**src/rtl/mms_pkg.sv**
```systemverilog
// Shared fetch-path types: the 4-instruction fetch block and the fetch-queue entry.
// Provides `DATA_WD and `IFQ_DEPTH defaults used by inst_fetch_queue.
`ifndef DATA_WD
`define DATA_WD 32
`endif
`ifndef IFQ_DEPTH
`define IFQ_DEPTH 4
`endif

package mms_pkg;

    localparam int unsigned INST_WD   = 32;
    localparam int unsigned IFQ_SLOTS = 4;

    // insts[k] is the instruction at block address + 4*k
    typedef logic [IFQ_SLOTS-1:0][INST_WD-1:0] inst_set_t;

    typedef struct packed {
        logic [`DATA_WD-5:0] blk_addr;
        logic [1:0]          start;
        inst_set_t           insts;
    } ifq_entry_t;

    function automatic logic [`DATA_WD-1:0] ifq_pc(input logic [`DATA_WD-5:0] blk_addr,
                                                   input logic [1:0]          slot);
        return {blk_addr, slot, 2'b00};
    endfunction

endpackage

```
**src/rtl/inst_fetch_queue_slot_sel.sv**
```systemverilog
// Selects one 32-bit instruction out of a fetch block by slot index.
module ifq_slot_sel
    import mms_pkg::*;
(
    input  inst_set_t   insts_i,
    input  logic [1:0]  slot_i,
    output logic [31:0] inst_o
);

    always_comb begin
        inst_o = insts_i[slot_i];
    end

endmodule

```
**src/rtl/inst_fetch_queue.sv**
```systemverilog
// Fetch-block queue between the I-cache and decode; emits one instruction + PC per cycle.
// Optional same-cycle bypass on an empty queue is enabled with `define IFQ_BYPASS_EN.
module inst_fetch_queue
    import mms_pkg::*;
#(
    parameter int DEPTH = `IFQ_DEPTH,
    parameter int PC_WD = `DATA_WD
) (
    input  logic                     clk,
    input  logic                     rst,
    input  logic                     flush_i,
    input  logic                     ic_valid_i,
    output logic                     ic_ready_o,
    input  logic [PC_WD-1:0]         ic_pc_i,
    input  inst_set_t                ic_inst_i,
    output logic                     dec_valid_o,
    input  logic                     dec_ready_i,
    output logic [31:0]              dec_inst_o,
    output logic [PC_WD-1:0]         dec_pc_o,
    output logic [$clog2(DEPTH):0]   blk_cnt_o
);

    localparam int PW = $clog2(DEPTH);
    localparam int CW = PW + 1;
    localparam logic [CW-1:0] FULL = CW'(DEPTH);

    ifq_entry_t      mem_q [DEPTH];
    ifq_entry_t      mem_d [DEPTH];
    logic [PW-1:0]   wr_ptr_q, wr_ptr_d;
    logic [PW-1:0]   rd_ptr_q, rd_ptr_d;
    logic [PW-1:0]   nxt_ptr;
    logic [CW-1:0]   cnt_q, cnt_d;
    logic [1:0]      rd_slot_q, rd_slot_d;

    logic            push, store, q_valid, head_pop, retire;
    logic            byp, byp_take;
    logic [1:0]      in_start, store_start, nxt_start, sel_slot;
    inst_set_t       sel_insts;
    logic [31:0]     sel_inst;
    logic [PC_WD-5:0] head_addr;
    logic [1:0]      unused_pc_lsb;

    assign unused_pc_lsb = ic_pc_i[1:0];

    // One selector serves both the head entry and (when enabled) the bypass block.
    ifq_slot_sel u_slot_sel (
        .insts_i (sel_insts),
        .slot_i  (sel_slot),
        .inst_o  (sel_inst)
    );

    always_comb begin
        in_start   = ic_pc_i[3:2];
        nxt_ptr    = rd_ptr_q + 1'b1;
        nxt_start  = mem_q[nxt_ptr].start;
        head_addr  = mem_q[rd_ptr_q].blk_addr;

        ic_ready_o = !rst && !flush_i && (cnt_q != FULL);
        push       = ic_valid_i && ic_ready_o;
`ifdef IFQ_BYPASS_EN
        byp        = push && (cnt_q == '0);
`else
        byp        = 1'b0;
`endif
        q_valid    = !rst && !flush_i && (cnt_q != '0);
        dec_valid_o = q_valid || byp;
        byp_take   = byp && dec_ready_i;
        head_pop   = q_valid && dec_ready_i;
        retire     = head_pop && (rd_slot_q == 2'd3);

        // A bypassed block whose only slot was just consumed never enters the queue.
        store       = push && !(byp_take && (in_start == 2'd3));
        store_start = in_start + {1'b0, byp_take};

        sel_insts  = byp ? ic_inst_i : mem_q[rd_ptr_q].insts;
        sel_slot   = byp ? in_start  : rd_slot_q;

        dec_inst_o = '0;
        dec_pc_o   = '0;
        if (byp) begin
            dec_inst_o = sel_inst;
            dec_pc_o   = ic_pc_i;
        end else if (q_valid) begin
            dec_inst_o = sel_inst;
            dec_pc_o   = ifq_pc(head_addr, rd_slot_q);
        end

        blk_cnt_o = rst ? '0 : cnt_q;
    end

    always_comb begin
        mem_d     = mem_q;
        wr_ptr_d  = wr_ptr_q;
        rd_ptr_d  = rd_ptr_q;
        cnt_d     = cnt_q;
        rd_slot_d = rd_slot_q;

        if (flush_i) begin
            wr_ptr_d  = '0;
            rd_ptr_d  = '0;
            cnt_d     = '0;
            rd_slot_d = '0;
        end else begin
            if (store) begin
                mem_d[wr_ptr_q].blk_addr = ic_pc_i[PC_WD-1:4];
                mem_d[wr_ptr_q].start    = store_start;
                mem_d[wr_ptr_q].insts    = ic_inst_i;
                wr_ptr_d = wr_ptr_q + 1'b1;
            end
            if (retire) begin
                rd_ptr_d = nxt_ptr;
            end
            cnt_d = cnt_q + CW'(store) - CW'(retire);

            // The head slot comes from the next stored entry, or from the incoming
            // block when it is about to become the head of an otherwise empty queue.
            if (retire) begin
                if (cnt_q > CW'(1)) begin
                    rd_slot_d = nxt_start;
                end else if (store) begin
                    rd_slot_d = store_start;
                end else begin
                    rd_slot_d = '0;
                end
            end else if (head_pop) begin
                rd_slot_d = rd_slot_q + 1'b1;
            end else if (store && (cnt_q == '0)) begin
                rd_slot_d = store_start;
            end
        end
    end

    always_ff @(posedge clk) begin
        if (rst) begin
            wr_ptr_q  <= '0;
            rd_ptr_q  <= '0;
            cnt_q     <= '0;
            rd_slot_q <= '0;
            for (int i = 0; i < DEPTH; i++) begin
                mem_q[i] <= '0;
            end
        end else begin
            wr_ptr_q  <= wr_ptr_d;
            rd_ptr_q  <= rd_ptr_d;
            cnt_q     <= cnt_d;
            rd_slot_q <= rd_slot_d;
            mem_q     <= mem_d;
        end
    end

endmodule

```
**config.mk**
```make
export PLATFORM = sky130hd
export DESIGN_NAME = inst_fetch_queue
export DESIGN_NICKNAME = d
export VERILOG_FILES = /design/src/rtl/mms_pkg.sv /design/src/rtl/inst_fetch_queue_slot_sel.sv /design/src/rtl/inst_fetch_queue.sv
export SDC_FILE = /design/constraint.sdc
export NUM_CORES = 1
export LEC_CHECK = 0
export ABC_AREA = 1
export CAP_MARGIN = 0
export CORE_ASPECT_RATIO = 1.4
export CORE_MARGIN = 2
export CORE_UTILIZATION = 28
export DETAILED_ROUTE_END_ITERATION = 7
export PLACE_DENSITY = 0.47
export SETUP_SLACK_MARGIN = 0.3
export SYNTH_ARGS = -nofsm -noshare
export SYNTH_HDL_FRONTEND = slang
export SYNTH_HIERARCHICAL = 1
export SYNTH_SLANG_ARGS = --single-unit
```
**constraint.sdc**
```tcl
create_clock -name clk -period 2.7 [get_ports clk]
set_clock_uncertainty 0.1 [all_clocks]
set_input_delay 0.405 -clock clk [delete_from_list [all_inputs] [get_ports clk]]
set_output_delay 0.405 -clock clk [all_outputs]
set_load 0.01 [all_outputs]
```
After elaboration in Yosys (flattened, before gate mapping)
Cells that the tools add are included.

Bits in read-only memories: 0. Flip-flop bits (word level): 641. RAM bits: 0. Input bits: 165. Latch bits: 0. Word-level logic and storage cells: 85. Output and inout port bits: 69. Memories: 0.

Add/sub/neg operators: 5. Multiply operators: 0. Div/mod/pow operators: 0. Shifts and indexed selects: 0. Equality and inequality tests: 2. Multiplexer cells: 25. Bitwise logic cells: 4. Magnitude comparators: 6. Reduce and logical (&&, ||, !) cells: 15.

Operator list (number): $bwmux 632 (3); $demux 158 s2 (3); $bmux 158 s2 (2); $mux 158 (3); $mux 130 (3); $mux 128 (1); $mux 32 (3); $bmux 32 s2 (1); $mux 2 (5); $ge 3x3->1 const B (3); $not 2->3 (3); $logic_and 1x1->1 (8); $add 2x1->2 const B (3); $reduce_bool 3->1 (2); $add 3x1->3 (1); $gt 3x1->1 const B (1); $logic_not 3->1 (1); $lt 2x3->1 const B (1); $lt 3x1->1 const B (1); $mux 3 (1); $ne 3x3->1 const B (1); $sub 3x1->3 (1); $eq 2x2->1 const B (1); $logic_not 1->1 (2); other kinds (3) (3).

Depth between registers and ports, before layout
Word-level depth: 8. Depth in mapped cells: 13. Gate-level depth less buffers: 11.

Modules after synthesis
The synthesis kept the hierarchy.

Modules (own cells, without submodules): inst_fetch_queue (seq. area each 12832.3 um2, cells each 3880, times used 1, area each 27991.8 um2); ifq_slot_sel (seq. area each 0.0 um2, cells each 374, times used 1, area each 1562.7 um2).

Worst setup path after synthesis
No wires, ideal clock.

Kind: input-to-reg. Start point: input port rst. End point: register cnt_q[2]. Cell stages on the path: 13. Setup time: 0.114 ns. Buffers on the path: 3. Arrival: 2.227 ns. Setup slack: 0.259 ns. Data required time: 2.486 ns. Cells stage by stage: buf_2 -> nor2_4 -> nand2_2 -> nor2_4 -> buf_6 -> buf_2 -> inv_1 -> nand2_1 -> nand2_1 -> ha_1 -> fa_1 -> xor2_1 -> nor2_1.

Word-level cells in the longest chain between the ends: 6. Elaborated cells between the ends (all ways): 10. Classes of those cells: add/sub (2); reduce/logical (8).

RTL lines: start: declaration (RTL line inst_fetch_queue.sv:10) `input logic rst,`; $logic_not 1->1 (RTL line inst_fetch_queue.sv:58, inst_fetch_queue.sv:65); $logic_and 1x1->1 (RTL line inst_fetch_queue.sv:58, inst_fetch_queue.sv:65); $logic_and 1x1->1 (on tied branches) (RTL line inst_fetch_queue.sv:58, inst_fetch_queue.sv:65); $logic_and 1x1->1 (on tied branches) (RTL line inst_fetch_queue.sv:59, inst_fetch_queue.sv:68); $add 3x1->3 or $logic_and 1x1->1 (tied branches) (RTL line inst_fetch_queue.sv:113, inst_fetch_queue.sv:69); $sub 3x1->3 (RTL line inst_fetch_queue.sv:113) `cnt_d = cnt_q + CW'(store) - CW'(retire);`; end signal: assignment (RTL line inst_fetch_queue.sv:145) `cnt_q <= cnt_d;`; end: declaration (RTL line inst_fetch_queue.sv:32) `logic [CW-1:0] cnt_q, cnt_d;`.

Parallel ways exist; a longest one is shown, timed or not. A chain may end at the register's enable or synchronous reset.

==> impl_metrics.toml <==
[outcome]
outcome = "finished, violations left"
violations = "setup timing"

[power]
p_switching_mw = 5.33
pwr-share-clk_pct = 47.2
p_sw_share_pct = 25.3
power.density_nw_per_um2 = 547
power_mw = 21.1
comb_power_share_pct = 7.3
internal-power_mw = 15.8
p_leak_nw = 13.5
ir_drop_uv = 387
pwr-share-seq_pct = 45.5

[floorplanning]
initial_core_util_pct = 28.1
io_pins = 234
dieArea_sq_um = 108000
die_w_um = 279
die_h_um = 388
row_count = 141
core_sq_um = 105000

[route]
avgViaCountPerCell = 5.22
drc = 0
ant_nets = 0
vias = 30500
dr.pass1.iters = 8
wl_um = 127000
drt_iter0_markers = 2500
wl_per_cell_um = 21.7

[grt]
grt_max_degree = 205
grt_overflow = 0
grtUsageTotal_pct = 21.4
grt_pass1_vias = 28200
grt_pass1_wl_um = 180000
antenna_found_initial = 5

[logic_synthesis]
netlist.area_leader.share_pct = 43.4
synth-edff-count = 0
ys_ff_latch = 641
ys_async_sr_fraction_pct = 0
netlist_area_sq_um = 29600
ys_types = 24
synth_area_leaders = "dfxtp_1, a21oi_1, nand3_1, nand2_1, o21ai_0"
synth_ff_type = "dfxtp_1"
synth_area_per_cell_sq_um = 6.95
netlist_top_cells_count = "nand2_1, a21oi_1, dfxtp_1"
syn_inst = 4254
yosysWarnings = 6
synth_top_area_cell = "dfxtp_1"
seq_area_frac_synth_pct = 43.4
yosysMostFrequentCell = "nand2_1"

[sta]
final_hold_viol_count = 0
finalSetupViolCount = 60
report.final.slew_viol_count = 0
tightestPinTransition_ps = 1300
rsz0062_at_grt = "yes"
timing.final.crit_share_pct = 115
period_needed_ps = 3110
max_freq_mhz = 321
maxSlewHeadroom_pct = 13.1
setup_slack_ps = -411
holdWs_ps = 73.7
fin_setup_tns_ps = -18240

[worst_setup_path]
required_ps = 2190
cp_slowest_cell = "dfxtp_4"
cp-start-kind = "register"
max_stage_delay_ps = 400
path_cells = "buf_8 -> buf_8 -> buf_6 -> o21ai_0 -> o22ai_1 -> inv_1 -> nand2_2 -> nand3_4 -> nand2_1 -> inv_1 -> nor2_1 -> buf_2"
cp_top_family = "buffers and inverters"
critPathKind = "reg -> out"
crit_fanout = 8
path_buf_inv = 6
worst-endpoint-arrival_ps = 2610
end_kind = "output port"

[clocking]
worstSkewPairLatency_ps = 660
cts_hold_buffers = 0
root_buffer = "clkbuf_16"
cts_buffers = 70
clkSinkCount = 641
h-tree-depth = 3
clkTransAtPathRegs_ps = 70
clock_path_buffers = 3
cts_tree = "done"

[run]
cap_violations = 0

[cells_and_area]
finish.net_count = 4605
layout.cells.non_filler = 5845
layout-drive-gt1-share_pct = 15.5
area_growth_pct = 30.5

[min_path]
worstHoldPathType = "in -> reg"

[placement]
place_hpwl_um = 71400
gp_congestion = 0.805
dp.cells = 5621
port_buffers = 229
[power groups by stage]
stage          sequential [mW]  clock, mW  combinational [mW]
6_report                  9.60       9.97                1.53
5_1_grt                   9.61       10.5                1.63
4_1_cts                   9.60       10.2                1.46
3_5_place_dp              9.81          0                1.44
3_3_place_gp              9.81          0                1.45
2_1_floorplan             9.80          0               0.674
[flip-flops by register name (all words and copies together) (netlist names)]
signal	cells
mem_q	632
cnt_q	3
rd_ptr_q	2
rd_slot_q	2
wr_ptr_q	2
[final cells by class]
type	count	area (sq um)
Clock inverter	21	210
Antenna cell	1	2.50
Timing Repair inverter	2	27.5
Tap cell	1358	1700
Sequential cell	641	12900
Clock buffer	105	2100
Fill cell	11200	66600
Timing Repair Buffer	506	5850
Multi-Input combinational cell	2970	14900
Inverter	241	958
[per-stage QoR]
step	setup slack (ps)	cell area, sq um	util, %
after floorplan	305	29600	-
after global routing	-486	38600	36.7
final	-411	38600	36.7
after CTS	-901	36600	34.8
after global placement	-286	33800	32.2
after detailed placement	-248	33800	32.2
[final timing paths]
path	startpoint	to	slack (ps)	cells after the start
worst min-delay path	rst	wr_ptr_q[0]	70	5
worst min register to register	mem_q[295]	mem_q[295]	350	2
worst max-delay path	rd_ptr_q[0]	dec_inst_o[16]	-410	12
worst max register to register	cnt_q[0]	cnt_q[2]	420	15
[kinds of logic after synthesis]
group                      share of synthesized area [%]
adders and majority gates                          0.364
and+or+nand+nor                                     24.8
xor gates and xnor gates                          0.0296
DFF                                                 43.4
buffers and inverters                               9.59
AOI/OAI and AO/OA                                   21.8
other                                             0.0127
[tightest hold or removal path: stages]
cell and delay (ps):
buf_8 80, nor2_4 40, buf_6 140, o21ai_0 80, a21oi_1 40
[placed cells by master (no fill, tap or decap), types with 3 or more instances in the layout]
cell	n
clkdlybuf4s50_1	163
dfxtp_4	4
nor2_1	297
o21ai_2	21
o21bai_1	58
clkbuf_16	97
nand2_1	710
nor2_4	5
nand3_2	23
clkbuf_8	13
nand3_4	13
buf_6	49
ha_4	4
dfxtp_2	3
o22ai_1	113
a21oi_2	47
inv_1	215
nor2_2	17
inv_2	22
bufinv_16	3
nand2_4	11
o21ai_1	70
inv_6	4
nand4_1	3
clkinv_2	10
buf_2	49
buf_8	22
nand3_1	596
a21oi_1	678
nand2_2	54
dfxtp_1	634
buf_16	11
buf_12	62
o22ai_2	14
clkbuf_2	4
buf_4	120
o21ai_0	226
clkbuf_1	18
[repair_timing]
action / CTS / global route
setup buffers: 13 / 51
gates cloned: 2 / 31
endpoints found under the setup margin: 67 / 64
pin swaps: 14 / 112
gates resized for setup: 229 / 469
[per-layer routing]
layer  wire length [um]  GRT usage, %
met2              59400          35.1
met5                 56             0
met1              56100          28.6
met4               4440          7.59
met3               6650          2.93
Power figures use the tool's default switching activity.
